`src/rtl/mips_mc_pkg.sv`:
```
// Shared encodings for the multicycle MIPS control path: FSM states,
// opcode/funct constants, ALUOp codes, mux select encodings and the
// control word passed from the output decoder to the top.
package mips_mc_pkg;

   typedef enum logic [3:0] {
      S_IDLE     = 4'd0,
      S_FETCH    = 4'd1,
      S_DECODE   = 4'd2,
      S_EXEC_R   = 4'd3,
      S_R_WB     = 4'd4,
      S_EXEC_I   = 4'd5,
      S_I_WB     = 4'd6,
      S_MEM_ADDR = 4'd7,
      S_MEM_RD   = 4'd8,
      S_MEM_WB   = 4'd9,
      S_MEM_WR   = 4'd10,
      S_BRANCH   = 4'd11,
      S_JUMP     = 4'd12,
      S_JR       = 4'd13,
      S_JAL      = 4'd14,
      S_TRAP     = 4'd15
   } state_t;

   // Opcodes (instruction[31:26])
   localparam logic [5:0] OP_RTYPE = 6'h00;
   localparam logic [5:0] OP_J     = 6'h02;
   localparam logic [5:0] OP_JAL   = 6'h03;
   localparam logic [5:0] OP_BEQ   = 6'h04;
   localparam logic [5:0] OP_BNE   = 6'h05;
   localparam logic [5:0] OP_ADDI  = 6'h08;
   localparam logic [5:0] OP_ORI   = 6'h0D;
   localparam logic [5:0] OP_LUI   = 6'h0F;
   localparam logic [5:0] OP_LW    = 6'h23;
   localparam logic [5:0] OP_SW    = 6'h2B;

   // Function codes (instruction[5:0]) with special control treatment
   localparam logic [5:0] FN_SLL = 6'h00;
   localparam logic [5:0] FN_SRL = 6'h02;
   localparam logic [5:0] FN_JR  = 6'h08;

   // ALUOp codes
   localparam logic [2:0] ALUOP_NOP   = 3'b000;
   localparam logic [2:0] ALUOP_SUB   = 3'b011;
   localparam logic [2:0] ALUOP_ADD   = 3'b100;
   localparam logic [2:0] ALUOP_OR    = 3'b101;
   localparam logic [2:0] ALUOP_LUI   = 3'b110;
   localparam logic [2:0] ALUOP_RTYPE = 3'b111;

   // RegDst select
   localparam logic [1:0] REGDST_RT = 2'b00;
   localparam logic [1:0] REGDST_RD = 2'b01;
   localparam logic [1:0] REGDST_RA = 2'b10;

   // MemtoReg select
   localparam logic [1:0] M2R_ALUOUT = 2'b00;
   localparam logic [1:0] M2R_MDR    = 2'b01;
   localparam logic [1:0] M2R_PC     = 2'b10;

   // PCSource select
   localparam logic [1:0] PCSRC_ALU    = 2'b00;
   localparam logic [1:0] PCSRC_ALUOUT = 2'b01;
   localparam logic [1:0] PCSRC_JUMP   = 2'b10;
   localparam logic [1:0] PCSRC_RS     = 2'b11;

   // ALUSrcB select
   localparam logic [1:0] SRCB_RT      = 2'b00;
   localparam logic [1:0] SRCB_FOUR    = 2'b01;
   localparam logic [1:0] SRCB_IMM     = 2'b10;
   localparam logic [1:0] SRCB_IMM_SH2 = 2'b11;

   // Per-cycle control word
   typedef struct packed {
      logic       mem_req;
      logic       iord;
      logic       mem_write;
      logic       ir_write;
      logic       pc_write;
      logic [1:0] pc_source;
      logic       alu_src_a;
      logic [1:0] alu_src_b;
      logic       shamt_sel;
      logic [2:0] alu_op;
      logic [1:0] reg_dst;
      logic [1:0] mem_to_reg;
      logic       reg_write;
      logic       instr_done;
   } ctrl_t;

   // Instruction class used for DECODE dispatch
   typedef enum logic [2:0] {
      CL_RTYPE,
      CL_JR,
      CL_IMM,
      CL_MEM,
      CL_BRANCH,
      CL_JUMP,
      CL_JAL,
      CL_ILLEGAL
   } op_class_t;

   function automatic op_class_t classify(input logic [5:0] op, input logic [5:0] fn);
      op_class_t cl;
      case (op)
         OP_RTYPE:               cl = (fn == FN_JR) ? CL_JR : CL_RTYPE;
         OP_ADDI, OP_ORI, OP_LUI: cl = CL_IMM;
         OP_LW, OP_SW:           cl = CL_MEM;
         OP_BEQ, OP_BNE:         cl = CL_BRANCH;
         OP_J:                   cl = CL_JUMP;
         OP_JAL:                 cl = CL_JAL;
         default:                cl = CL_ILLEGAL;
      endcase
      return cl;
   endfunction

endpackage

```
`src/rtl/mc_output_decode.sv`:
```
// Combinational control-word decoder: maps the current FSM state (plus the
// Mealy inputs OP, Function, Zero, mem_ready) to every datapath strobe/select.
module mc_output_decode
   import mips_mc_pkg::*;
#(
   parameter bit TRAP_EN = 1'b1
) (
   input  state_t     state_i,
   input  logic [5:0] op_i,
   input  logic [5:0] funct_i,
   input  logic       zero_i,
   input  logic       mem_ready_i,
   output ctrl_t      ctrl_o
);

   // Control word for the current state; everything defaults to 0 (IDLE/TRAP)
   always_comb begin
      ctrl_o = '0;
      case (state_i)
         S_FETCH: begin
            ctrl_o.mem_req   = 1'b1;
            ctrl_o.iord      = 1'b0;
            ctrl_o.alu_src_a = 1'b0;
            ctrl_o.alu_src_b = SRCB_FOUR;
            ctrl_o.alu_op    = ALUOP_ADD;
            ctrl_o.pc_source = PCSRC_ALU;
            ctrl_o.ir_write  = mem_ready_i;
            ctrl_o.pc_write  = mem_ready_i;
         end
         S_DECODE: begin
            ctrl_o.alu_src_a = 1'b0;
            ctrl_o.alu_src_b = SRCB_IMM_SH2;
            ctrl_o.alu_op    = ALUOP_ADD;
            // Without trapping, an undefined opcode retires here as a NOP
            if (!TRAP_EN && (classify(op_i, funct_i) == CL_ILLEGAL))
               ctrl_o.instr_done = 1'b1;
         end
         S_EXEC_R: begin
            ctrl_o.alu_src_a = 1'b1;
            ctrl_o.alu_src_b = SRCB_RT;
            ctrl_o.alu_op    = ALUOP_RTYPE;
            ctrl_o.shamt_sel = (funct_i == FN_SLL) || (funct_i == FN_SRL);
         end
         S_R_WB: begin
            ctrl_o.reg_dst    = REGDST_RD;
            ctrl_o.mem_to_reg = M2R_ALUOUT;
            ctrl_o.reg_write  = 1'b1;
            ctrl_o.instr_done = 1'b1;
         end
         S_EXEC_I: begin
            ctrl_o.alu_src_a = 1'b1;
            ctrl_o.alu_src_b = SRCB_IMM;
            case (op_i)
               OP_ORI:  ctrl_o.alu_op = ALUOP_OR;
               OP_LUI:  ctrl_o.alu_op = ALUOP_LUI;
               default: ctrl_o.alu_op = ALUOP_ADD;
            endcase
         end
         S_I_WB: begin
            ctrl_o.reg_dst    = REGDST_RT;
            ctrl_o.mem_to_reg = M2R_ALUOUT;
            ctrl_o.reg_write  = 1'b1;
            ctrl_o.instr_done = 1'b1;
         end
         S_MEM_ADDR: begin
            ctrl_o.alu_src_a = 1'b1;
            ctrl_o.alu_src_b = SRCB_IMM;
            ctrl_o.alu_op    = ALUOP_ADD;
         end
         S_MEM_RD: begin
            ctrl_o.mem_req = 1'b1;
            ctrl_o.iord    = 1'b1;
         end
         S_MEM_WB: begin
            ctrl_o.reg_dst    = REGDST_RT;
            ctrl_o.mem_to_reg = M2R_MDR;
            ctrl_o.reg_write  = 1'b1;
            ctrl_o.instr_done = 1'b1;
         end
         S_MEM_WR: begin
            ctrl_o.mem_req    = 1'b1;
            ctrl_o.iord       = 1'b1;
            ctrl_o.mem_write  = 1'b1;
            ctrl_o.instr_done = mem_ready_i;
         end
         S_BRANCH: begin
            ctrl_o.alu_src_a  = 1'b1;
            ctrl_o.alu_src_b  = SRCB_RT;
            ctrl_o.alu_op     = ALUOP_SUB;
            ctrl_o.pc_source  = PCSRC_ALUOUT;
            ctrl_o.pc_write   = (op_i == OP_BEQ) ? zero_i : ~zero_i;
            ctrl_o.instr_done = 1'b1;
         end
         S_JUMP: begin
            ctrl_o.pc_source  = PCSRC_JUMP;
            ctrl_o.pc_write   = 1'b1;
            ctrl_o.instr_done = 1'b1;
         end
         S_JR: begin
            ctrl_o.pc_source  = PCSRC_RS;
            ctrl_o.pc_write   = 1'b1;
            ctrl_o.instr_done = 1'b1;
         end
         S_JAL: begin
            ctrl_o.pc_source  = PCSRC_JUMP;
            ctrl_o.pc_write   = 1'b1;
            ctrl_o.reg_dst    = REGDST_RA;
            ctrl_o.mem_to_reg = M2R_PC;
            ctrl_o.reg_write  = 1'b1;
            ctrl_o.instr_done = 1'b1;
         end
         default: ctrl_o = '0;
      endcase
   end

endmodule

```
`src/rtl/multicycle_control.sv`:
```
// Multicycle MIPS control FSM: state register, next-state dispatch,
// retired-instruction counter and sticky illegal-opcode flag. Output
// strobes come from mc_output_decode and are forced low while reset is high.
module multicycle_control
   import mips_mc_pkg::*;
#(
   parameter int unsigned ALUOP_W = 3,
   parameter int unsigned COUNT_W = 32,
   parameter bit          TRAP_EN = 1'b1
) (
   input  logic               clk,
   input  logic               reset,
   input  logic               run,
   input  logic [5:0]         OP,
   input  logic [5:0]         Function,
   input  logic               Zero,
   input  logic               mem_ready,
   output logic               mem_req,
   output logic               IorD,
   output logic               MemWrite,
   output logic               IRWrite,
   output logic               PCWrite,
   output logic [1:0]         PCSource,
   output logic               ALUSrcA,
   output logic [1:0]         ALUSrcB,
   output logic               ShamtSelector,
   output logic [ALUOP_W-1:0] ALUOp,
   output logic [1:0]         RegDst,
   output logic [1:0]         MemtoReg,
   output logic               RegWrite,
   output logic               instr_done,
   output logic               illegal_op,
   output logic [COUNT_W-1:0] instr_count
);

   state_t               state_q, state_d;
   logic [COUNT_W-1:0]   count_q, count_d;
   logic                 illegal_q, illegal_d;
   ctrl_t                ctrl_raw, ctrl;
   state_t               boundary;

   mc_output_decode #(
      .TRAP_EN(TRAP_EN)
   ) u_decode (
      .state_i    (state_q),
      .op_i       (OP),
      .funct_i    (Function),
      .zero_i     (Zero),
      .mem_ready_i(mem_ready),
      .ctrl_o     (ctrl_raw)
   );

   // Strobes drop the instant reset rises, independent of the clock
   assign ctrl = reset ? '0 : ctrl_raw;

   assign mem_req       = ctrl.mem_req;
   assign IorD          = ctrl.iord;
   assign MemWrite      = ctrl.mem_write;
   assign IRWrite       = ctrl.ir_write;
   assign PCWrite       = ctrl.pc_write;
   assign PCSource      = ctrl.pc_source;
   assign ALUSrcA       = ctrl.alu_src_a;
   assign ALUSrcB       = ctrl.alu_src_b;
   assign ShamtSelector = ctrl.shamt_sel;
   assign ALUOp         = ALUOP_W'(ctrl.alu_op);
   assign RegDst        = ctrl.reg_dst;
   assign MemtoReg      = ctrl.mem_to_reg;
   assign RegWrite      = ctrl.reg_write;
   assign instr_done    = ctrl.instr_done;
   assign illegal_op    = illegal_q;
   assign instr_count   = count_q;

   // run is only consulted here, at the end of an instruction
   assign boundary = run ? S_FETCH : S_IDLE;

   // Next-state, counter and trap-flag logic
   always_comb begin
      state_d   = state_q;
      count_d   = count_q;
      illegal_d = illegal_q;
      case (state_q)
         S_IDLE:     state_d = run ? S_FETCH : S_IDLE;
         S_FETCH:    state_d = mem_ready ? S_DECODE : S_FETCH;
         S_DECODE: begin
            case (classify(OP, Function))
               CL_RTYPE:  state_d = S_EXEC_R;
               CL_JR:     state_d = S_JR;
               CL_IMM:    state_d = S_EXEC_I;
               CL_MEM:    state_d = S_MEM_ADDR;
               CL_BRANCH: state_d = S_BRANCH;
               CL_JUMP:   state_d = S_JUMP;
               CL_JAL:    state_d = S_JAL;
               default:   state_d = TRAP_EN ? S_TRAP : boundary;
            endcase
         end
         S_EXEC_R:   state_d = S_R_WB;
         S_EXEC_I:   state_d = S_I_WB;
         S_MEM_ADDR: state_d = (OP == OP_LW) ? S_MEM_RD : S_MEM_WR;
         S_MEM_RD:   state_d = mem_ready ? S_MEM_WB : S_MEM_RD;
         S_MEM_WR:   state_d = mem_ready ? boundary : S_MEM_WR;
         S_R_WB, S_I_WB, S_MEM_WB, S_BRANCH, S_JUMP, S_JR, S_JAL:
                     state_d = boundary;
         S_TRAP:     state_d = S_TRAP;
         default:    state_d = S_IDLE;
      endcase
      if (ctrl_raw.instr_done)
         count_d = count_q + COUNT_W'(1);
      if (state_d == S_TRAP)
         illegal_d = 1'b1;
   end

   // State, counter and sticky flag registers
   always_ff @(posedge clk or posedge reset) begin
      if (reset) begin
         state_q   <= S_IDLE;
         count_q   <= '0;
         illegal_q <= 1'b0;
      end else begin
         state_q   <= state_d;
         count_q   <= count_d;
         illegal_q <= illegal_d;
      end
   end

endmodule

```
`config.mk`:
```
export PLATFORM = sky130hd
export DESIGN_NAME = multicycle_control
export DESIGN_NICKNAME = d
export VERILOG_FILES = /design/src/rtl/mips_mc_pkg.sv /design/src/rtl/mc_output_decode.sv /design/src/rtl/multicycle_control.sv
export SDC_FILE = /design/constraint.sdc
export NUM_CORES = 1
export LEC_CHECK = 0
export ABC_AREA = 1
export CAP_MARGIN = 10
export CORE_MARGIN = 5
export CORE_UTILIZATION = 49
export CTS_CLUSTER_SIZE = 28
export DETAILED_ROUTE_END_ITERATION = 16
export HOLD_SLACK_MARGIN = 0.15
export PLACE_DENSITY = 0.81
export SETUP_SLACK_MARGIN = 0.15
export SLEW_MARGIN = 40
export SYNTH_ARGS = -nofsm -noshare
export SYNTH_HDL_FRONTEND = slang
export SYNTH_SLANG_ARGS = --single-unit
```
`constraint.sdc`:
```
create_clock -name clk -period 2.1 [get_ports clk]
set_input_delay 0.315 -clock clk [delete_from_list [all_inputs] [get_ports clk]]
set_output_delay 0.315 -clock clk [all_outputs]
set_load 0.01 [all_outputs]
```
# == Yosys cells after proc, flatten, opt, wreduce, memory -nomap -nowiden ==
# Cells that the tools add are included.
# classes
addsub,1
eq_ne,33
n_mux,22
bitwise_logic,1
reduce_logical,15
# ops
operator,count
$eq A4 B4 Y1 const B,9
$pmux W3 S4,3
$pmux W4 S9,1
$add A32 B1 Y32 const B,1
$pmux W4 S7,1
$eq A6 B4 Y1 const B,4
$mux W20,1
$pmux W5 S4,1
$eq A6 B2 Y1 const B,3
$pmux W3 S6,1
$eq A4 B3 Y1 const B,4
$eq A6 B3 Y1 const B,2
$eq A6 B6 Y1 const B,2
$logic_not A6 Y1,2
$reduce_or A2 Y1,6
$eq A3 B3 Y1 const B,3
$eq A4 B2 Y1 const B,2
$pmux W2 S2,2
$reduce_or A8 Y1,1
$mux W1,7
$reduce_or A7 Y1,1
$eq A3 B2 Y1 const B,2
$reduce_or A3 Y1,2
$eq A4 B1 Y1 const B,1
9 further kinds,10
# totals
reg_bits,37
in_bits,17
output_inout_bits,53
wordCells,75

# == Longest topological paths before layout ==
# logic_depth
depth_word,8
mapped_depth,13
mapped_depth_nobuf,13

# == Modules after synthesis ==
# Synthesis repeated with hierarchy kept, for this count alone.
# unflattened
hier_cells,365
hier_area_um2,2565.0
# modules_own_cells
module,instances,cells_each,area_per_inst_um2,seq_area_each_um2
multicycle_control,1,299,2235.9,925.9
mc_output_decode,1,66,329.1,0.0

# == Worst setup path before layout ==
# Ideal clock, no wire load.
# synth_path
path_type,input-to-output
from,input port reset
to,output port ShamtSelector
arrival_ns,1.774
t_required_ns,1.785
setup_slack_ns,0.011
path_stages,4
n_path_buf,1
cell_sequence,clkbuf_1 inv_1 nand4_1 nor3_1
# synth_via
elab_chain_len,1
# synth_lines
element,line_no,rtl
from (decl),multicycle_control.sv:12,"input logic reset,"
$mux W20,multicycle_control.sv:54,assign ctrl = reset ? '0 : ctrl_raw;
to (decl),multicycle_control.sv:26,"output logic ShamtSelector,"
# Every way passes these cells.

# == Worst setup path after layout ==
# layout_path
from,register state_q[0]
to,output port PCWrite
# layout_via
elab_chain_len,4
elab_cells_between_ends,8
cone_classes,eq/ne: 5; mux: 2; reduce/logical: 1
# layout_lines
element,line_no,rtl
from (decl),multicycle_control.sv:36,"state_t state_q, state_d;"
from (signal assigned),multicycle_control.sv:119,state_q <= state_d;
$eq A4 B4 Y1,mc_output_decode.sv:19,case (state_i)
$reduce_or A2 Y1 (no line),n/a,
$pmux W3 S4 (*),mc_output_decode.sv:19,
$mux W20 (*),multicycle_control.sv:54,
to (decl),multicycle_control.sv:22,"output logic PCWrite,"
# Every way passes the cells marked *; elsewhere a longest branch is shown, timed or not.

==> metrics.yaml <==
diodes: 0
relSlewSlack_pct: 64.0
routed_wl_mm: 7.88
clk_latency_ns: 0.29
clkPwrFrac_pct: 16.2
tritoncts: "done"
fmax_mhz: 505
async_flop_share_pct: 100
synth_cells: 377
ff_latch_area_sq_um: 930
synth_area_leaders: "dfrtp_1 35%, nand2_1 13%, inv_1 7.7%"
ant_nets: 0
synth.most_common_cell: "nand2_1"
drc: 0
place_hpwl_mm: 5.69
worst-r2r-cell-count: 12
end_kind: "output pin"
post-place-ws_ns: -0.320
synth_area_sq_um: 2640
track_usage_pct: 21.6
grt_pass1_wl_mm: 12.6
die_h_microns: 83.4
synth_area_leader_cell: "dfrtp_1"
fin_ws_ns: 0.120
fin_skew_ns: 0.0137
fp.dieW_microns: 83.4
globalplace.congestion: 0.940
seqPwrFrac_pct: 32.9
clockRootBuffer: "clkbuf_8"
grt_overflow_total: 0
fillCellCount: 398
cts_sinks: 37
worst_slew_pin_slew_ns: 0.535
power.internal_uw: 1740
drv_cap: 0
path_clk_slew_ns: 0.08
ys_ff_latch: 37
swShare_pct: 41.7
ios: 70
status: "finished, final reports clean"
seq_area_frac_synth_pct: 35.1
use_met2_pct: 35.4
antenna_found_initial: 0
hold_buffers: 0
clockBufferDepth: 2
hold_class: "input port to asynchronous set/reset pin"
grtUsageMet3_pct: 3.47
area_delta_synth_final_pct: 43.4
grt_max_degree: 38
worst_setup_path_start_kind: "flip-flop"
first_global_vias: 2729
placed_cell_area_sq_um: 3540
firstDrtPassIters: 5
final_max_slew_viol_count: 0
period_share_pct: 94.3
finalSetupTns_ns: 0
fin_nets: 500
top_usage_layer: "met2"
numPortBuffers: 69
avgRoutedWirePerCell_microns: 14.3
drt-initial-drc-count: 174
netlist_top_cells_count: "94 x nand2_1, 54 x inv_1, 53 x nor2_1"
htree_levels: 2
arrival_ns: 1.66
numCtsBuffers: 5
synth_top_cell_area_share_pct: 35.1
power_density_nw_per_um2: 789
vias_per_cell: 5.18
switchingPower_uw: 1240
final_cell_area_sq_um: 3780
syn_area_per_cell_sq_um: 6.99
synth_edf_count: 0
synth_flop_cell: "dfrtp_1"
dieArea_sq_um: 6950
power_leakage_uw: 0.00185
multi_input_area_sq_um: 1530
ir_drop_v: 0.000913
start_util_pct: 51.0
row_count: 26
post-route-util_pct: 73.1
synth.distinct_cells: 33
drive_gt1_share_pct: 20.7
report.final.setup_viol: 0
grtUsageMet1_pct: 29.5
syn_nets: 395
layout_min_cycle_time_ns: 1.98
coreArea_sq_um: 5170
crit_fanout: 6
required_ns: 1.78
share_comb_of_total_power_pct: 50.9
yosysWarnings: 0
vias: 2860
rsz0062_at_grt: "true"
crit_type: "flip-flop to output pin"
p_total_uw: 2980
hold_viol: 0
## final timing paths
kind	from	to	slack, ns
worst max-delay path	state_q[0]	PCWrite	0.12
worst min-delay path	reset	instr_count[25]	0.47
min in group clk	illegal_op	illegal_op	0.47
max in group asynchronous	reset	state_q[1]	1.26
worst max register to register	state_q[2]	instr_count[30]	0.26
worst min register to register	illegal_op	illegal_op	0.47
## power groups by stage
stage	combinational (uW)	clock (uW)	sequential, uW
final	1520	484	982
after global routing	1650	523	1000
after CTS	1270	494	969
after detailed placement	1230	0	967
after global placement	1220	0	966
after floorplan	678	0	982
## metal layers
metal,share of wire (%),up-vias
li1,-,1397
met1,45,1337
met2,49,112
met3,5.1,14
met4,1.6,0
met5,0,-
## stage by stage
stage	std cells	hold WS, ns
6_report	552	0.470
5_1_grt	552	0.498
4_1_cts	543	0.476
3_5_place_dp	532	0.457
3_3_place_gp	532	0.449
2_1_floorplan	377	0.487
## state kept, by name, summed over array words and instances (netlist names)
| signal | flops |
|---|---|
| instr_count | 32 |
| illegal_op | 1 |
| state_q | 4 |
## critical path: stages (launching register included)
cell and delay, ns:
dfrtp_2 0.49, nand2_2 0.14, nor2_2 0.17, inv_1 0.10, nor2_2 0.10, inv_2 0.07, a31oi_1 0.16, buf_2 0.15
## kinds of logic (layout without fill, tap and decap cells)
family,count (synthesis),in the layout,share of synthesized area [%]
AO/OA/AOI/OAI,23,23,4.75
XOR/XNOR,30,30,9.97
flip-flops,37,37,35.1
adder cells (fa/ha/maj),1,1,0.475
buffers and inverters,64,169,9.82
AND/OR/NAND/NOR,222,222,39.9
## layout make-up
type | instances | share of cell area [%]
multi-input combinational | 276 | 40.6
sequential | 37 | 24.6
timing repair buffer | 103 | 24.3
inverter | 59 | 6.02
tap | 70 | 2.32
clock buffer | 6 | 1.92
clock inverter | 1 | 0.232
## layout by cell type, fill, tap and decap left out, types with 2 or more instances in the layout
cell type	n
nand2_2	4
nor3_1	16
inv_2	7
nand3_2	3
xor2_1	22
inv_1	50
clkdlybuf4s50_1	48
dlygate4sd2_1	12
xnor2_1	8
a21oi_1	9
nor4_1	4
nand3_4	2
dfrtp_1	34
nand2_4	4
buf_2	5
clkbuf_2	4
nor2_4	5
o21ai_1	6
nor2_2	14
o21ai_0	4
nand4_1	8
clkbuf_8	5
dfrtp_2	3
nor3_2	3
nor2_1	41
buf_4	31
nand2_1	92
nand3_1	20
nor3_4	3
## timing repair
item                                   CTS  global route
setup endpoints to repair               20            20
endpoints found under the hold margin    0             0
pin swaps                                3            10
gates resized for setup                 51            27
buffers inserted                         4             8
gates cloned                             0             1
(Power assumes the default switching activity.)
==> RTL edit 1, RTL diff (same settings) <==
`COUNT_W`: 32 -> 16.
--- a/src/rtl/multicycle_control.sv
+++ b/src/rtl/multicycle_control.sv
@@ -5,7 +5,7 @@
    import mips_mc_pkg::*;
 #(
    parameter int unsigned ALUOP_W = 3,
-   parameter int unsigned COUNT_W = 32,
+   parameter int unsigned COUNT_W = 16,
    parameter bit          TRAP_EN = 1'b1
 ) (
    input  logic               clk,
Interface: changed (resized instr_count); port bits go from 70 to 54. No check against the original RTL was run, so the function may have changed too.
==> RTL edit 1 against the unedited design <==
  * Worst setup slack is essentially flat
  * Synthesized area shrank 36%
  * Critical path depth grew 1
  * Clock skew shrank 3.2 ps
  * Worst hold slack gained 8.4 ps
  * Final area shrank 33%
  * Wire length shrank 35%
  * Total power shrank 15%
  * Sequential cell count shrank 16
  * Largest power group unchanged
  * Highest routed layer unchanged
==> RTL edit 1: results (changes against the unedited design) <==
- NumNets Final: 341 (-32%)
- Multi-input comb cells: 180 (-35%)
- Hold Crit Start: illegal_op
- Setup Slack @ Placement: -215 ps (+105 ps)
- Hold WC Path Type: reg2reg
- Global-route track usage on met1: 31.7% (+2.1 points)
- VDD IR max: 0.840 mV (-8.1%)
- Layout cells sized above 1: 27.6% (+6.9 points)
- Filler cell count in the final layout: 255 (-36%)
- Post-Route Skew: 10.4 ps (-3.22 ps)
- Int Power: 1.31 mW (-25%)
- Routed vias: 1,895 (-34%)
- Top area cells in the synthesized netlist: dfrtp_1, nand2_1, nor2_1
- Clock Pin Slew Worst Setup and Hold Paths: 120 ps (+40 ps)
- PwrDens: 1000 nW/um^2 (+27%)
- Commonest cells post-synth: nand2_1, nor2_1, inv_1
- GRT Resource Usage Total: 24.1% (+2.5 points)
- Final wirelength: 5.14 mm (-35%)
- Fin Hold WS: 479 ps (+8.42 ps)
- Met3 WL: 374 microns (-6.7%)
- Clkbuf count: 3 (-3)
- Crit Reg-Reg Endpoint: instr_count[10]
- GR Util met2: 40.6% (+5.2 points)
- Fraction of area in multi-input gates: 42.8% (+2.2 points)
- Port buffer count: 53 (-23%)
- H-tree depth: 1 (-1)
- Sequential share of the synthesized area: 31.0% (-4.1 points)
- Largest net degree at the start of global routing: 19 (-50%)
- Vias in the first global route: 1,845 (-32%)
- Comb pwr: 1.62 mW (+7%)
- Non-CTS inverters: 39 (-34%)
- Clock latency on the worst-skew pair: 320 ps (+30 ps)
- Layout non-clock buf frac: 27.0% (+2.7 points)
- Clock-cell share of area: 1.18% (-0.97 points)
- Register Area: 528 sq um (-43%)
- First-pass GRT wire length: 8.54 mm (-32%)
- CP max FO: 4 (-2)
- HPWL Detailed: 3.82 mm (-33%)
- Synthesized net count: 263 (-33%)
- Static Leak: 1.21 nW (-35%)
- Post-DP Area: 2380 sq um (-33%)
- RePlAce Congestion: 0.883 (-6.1%)
- Met3 Usage GRT: 4.86% (+1.4 points)
- Status: finished, final reports clean
- Reg2reg setup slack: 240 ps (-20 ps)
- Non-CTS buffers: 78 (-24%)
- Slew at the pin closest to its max-slew limit: 362 ps (-173 ps)
- Max reg flops: 16 (-50%)
- Seq cells: 21 (-43%)
==> RTL edit 1: changes by cell type in the layout (fill, tap and decap cells not counted), sizes merged, moves of 7 or more <==
cell | before | now
nand2 | 100 | 55
inv | 58 | 39
dfrtp | 37 | 21
clkdlybuf4s50 | 48 | 33
nor2 | 60 | 45
nor3 | 22 | 9
xor2 | 22 | 10
dlygate4sd2 | 12 | 4
buf | 38 | 31
==> RTL edit 1: kinds of logic after synthesis <==
| kind of cell | share of synthesized area (%) |
|---|---|
| xor+xnor | 8.20 |
| compound gates | 7.83 |
| buf+inv | 10.9 |
| fa+ha+maj | 0.739 |
| mux | 0.887 |
| flops | 31.0 |
| simple gates | 40.4 |
==> RTL edit 1: critical path, cell delays in order (launching register included) <==
cell and delay [ps]:
dfrtp_1 460, inv_2 160, nand2_8 80, nor2_4 130, inv_2 70, a21oi_1 110
o21ai_1 70, a31oi_1 120, buf_2 150
==> RTL edit 1: what timing repair did <==
item / CTS / global route
pin swaps: 2 / 4
buffers inserted: 4 / 3
gates resized for setup: 56 / 36
endpoints found under the setup margin: 20 / 18
==> RTL edit 1: how the worst max path moves through the flow <==
stage / start / endpoint / slack (ps)
final: state_q[2] / PCWrite / 120
after global routing: state_q[2] / PCWrite / 6
after CTS: state_q[0] / RegDst[0] / 100
after detailed placement: OP[2] / PCWrite / -210
after global placement: OP[2] / PCWrite / -170
after floorplan: reset / ShamtSelector / 460
==> RTL edit 1: stage by stage <==
step / cells / power (mW)
3_5_place_dp: 357 / 2.04
6_report: 368 / 2.54
3_3_place_gp: 357 / 2.01
2_1_floorplan: 245 / 1.50
5_1_grt: 368 / 2.73
4_1_cts: 365 / 2.43
==> RTL edit 2, RTL diff (same flow settings) <==
Without the edit above. Make the reset (`reset`) synchronous in one clocked block.
--- a/src/rtl/multicycle_control.sv
+++ b/src/rtl/multicycle_control.sv
@@ -110,7 +110,7 @@
    end
 
    // State, counter and sticky flag registers
-   always_ff @(posedge clk or posedge reset) begin
+   always_ff @(posedge clk) begin
       if (reset) begin
          state_q   <= S_IDLE;
          count_q   <= '0;
Function: differs if reset is asserted again (counterexample within 4 cycles, from zero or initial values and one cycle with reset high); with reset held inactive, the same outputs for 10 cycles.
==> RTL edit 2 against the unedited design <==
  * Synthesized area is 0.38% lower
  * Register-to-register slack worse by 20 ps
  * Die area is 0.34% lower
  * Wire length is 2.1% higher
  * Sequential share of layout area is 4.6 points lower
  * Fmax is 4.7% higher
  * Sequential cell count stayed put
  * Final cell count is 11% higher
  * Worst setup slack better by 89 ps
  * Count of clock-buffer cells in the layout is 1 lower
  * Final area is 0.99% lower
  * Critical path type is now in2out
  * Highest routed layer unchanged
Power is not compared: it rests on default switching activity, and its combinational part moved more than twofold at a synthesized area within 25%.
==> RTL edit 2: results (changes against the unedited design) <==
- Status: finished, final reports clean
- Worst r2r src: state_q[2]
- Main synth FF type: dfxtp_1
- Hold Crit Start: illegal_op
- Final wirelength: 8.04 mm (+2.1%)
- Sequential share of the synthesized area: 28.2% (-6.9 points)
- Slew at the pin closest to its max-slew limit: 440 ps (-95.2 ps)
- VDD IR max: 0.387 mV
- Top area cells in the synthesized netlist: dfxtp_1, nand2_1, nor2_1
- Crit-path slowest cell: clkdlybuf4s50_1
- Delay-heaviest family, CP: buffers and inverters
- Max reg flops: 32 (unchanged)
- Synth Instances: 438 (+16%)
- First-pass GRT wire length: 13.8 mm (+9.0%)
- Placed cells: 599 (+13%)
- Initial antenna violation count: 0 (unchanged)
- Setup Slack @ Placement: -202 ps (+118 ps)
- Crit Reg-Reg Endpoint: instr_count[24]
- Commonest cells post-synth: nand2_1, nor2_1, inv_1
- Layout cells sized above 1: 15.9% (-4.8 points)
- Routed vias: 3,222 (+13%)
- RePlAce Congestion: 0.939 (-0.17%)
- Async SR Flop Fraction: 0% (-100 points)
- Clock latency on the worst-skew pair: 290 ps (about the same)
- CTS max path bufs: 2 (unchanged)
- Synthesized net count: 456 (+15%)
- Reg2reg setup slack: 240 ps (-20 ps)
- NumNets Final: 557 (+11%)
- CP max FO: 3 (-3)
- Initial DRC count: 194 (+11%)
- Largest net degree at the start of global routing: 30 (-21%)
- GRT Resource Usage Total: 23.3% (+1.8 points)
- Worst Path Arrival: 1580 ps (-80 ps)
- Hold WC Path Type: reg2reg
- Hold path cells: 2
- R2R cell count: 12 (unchanged)
- Post-Route Skew: 8.07 ps (-5.60 ps)
- Final non-filler cell total: 610 (+11%)
- HPWL Detailed: 6.30 mm (+11%)
- Clock Pin Slew Worst Setup and Hold Paths: 70 ps
-- RTL edit 2: worst reg2reg max path, stage by stage (launching register included) --
cell and delay, ps:
dfxtp_2 340, buf_4 150, nor2_4 150, nand2_2 120, nand2_2 110, nor2_4 50, nand2_8 50, buf_6 150
nand3_2 140, nor3_4 280, nand3_1 110, nand2_1 80, nor2_1 30
-- RTL edit 2: area by class of cell --
cell class              instances  area (sq um)
inverters                      48           184
clock inverters                 3          17.5
fillers                       451          1430
flip-flops and latches         37           748
well taps                      70          87.6
clock buffers                   5          68.8
multi-input cells             343          1710
repair buffers                104           926
-- RTL edit 2: routing by layer --
layer	vias to the layer above	part of all wire [%]	GRT usage (%)
li1	1622	-	-
met2	123	53	43.9
met1	1461	39	24.7
met3	16	6.3	5.94
met4	0	2.3	8.62
met5	-	0	0
-- RTL edit 2: worst max-delay path by stage --
stage               startpoint         end  slack [ps]
global route             OP[2]  illegal_op         100
global placement         OP[2]     PCWrite        -150
finish                   OP[2]     PCWrite         210
detailed placement       OP[2]     PCWrite        -200
CTS                 state_q[2]    ALUOp[0]         150
floorplan           state_q[0]  instr_done         470
-- RTL edit 2: timing repair --
action                     4_1_cts  5_1_grt
gates resized for setup         39       24
setup endpoints to repair       21       24
buffers inserted                 3        0
pin swaps                        2        6
-- RTL edit 2: logic make-up after synthesis --
| group | synth area share, % |
|---|---|
| flip-flops | 28.2 |
| adder cells (fa/ha/maj) | 0.476 |
| AND/OR/NAND/NOR | 45.9 |
| XOR/XNOR | 6.34 |
| AO/OA/AOI/OAI | 10.5 |
| buffers and inverters | 8.62 |
-- RTL edit 2: power by group through the flow --
stage                     sequential [mW]  clock [mW]  combinational, mW
after detailed placement            0.781           0              0.739
after global routing                0.786       0.541              0.822
after global placement              0.783           0              0.733
final                               0.782       0.490              0.741
after CTS                           0.780       0.499              0.742
after floorplan                     0.784           0              0.375
-- RTL edit 2: stage by stage --
stage	hold slack (ps)	cell area, sq um
floorplan	474	2630
global placement	440	3610
detailed placement	447	3610
CTS	458	3730
global route	502	3740
finish	455	3740
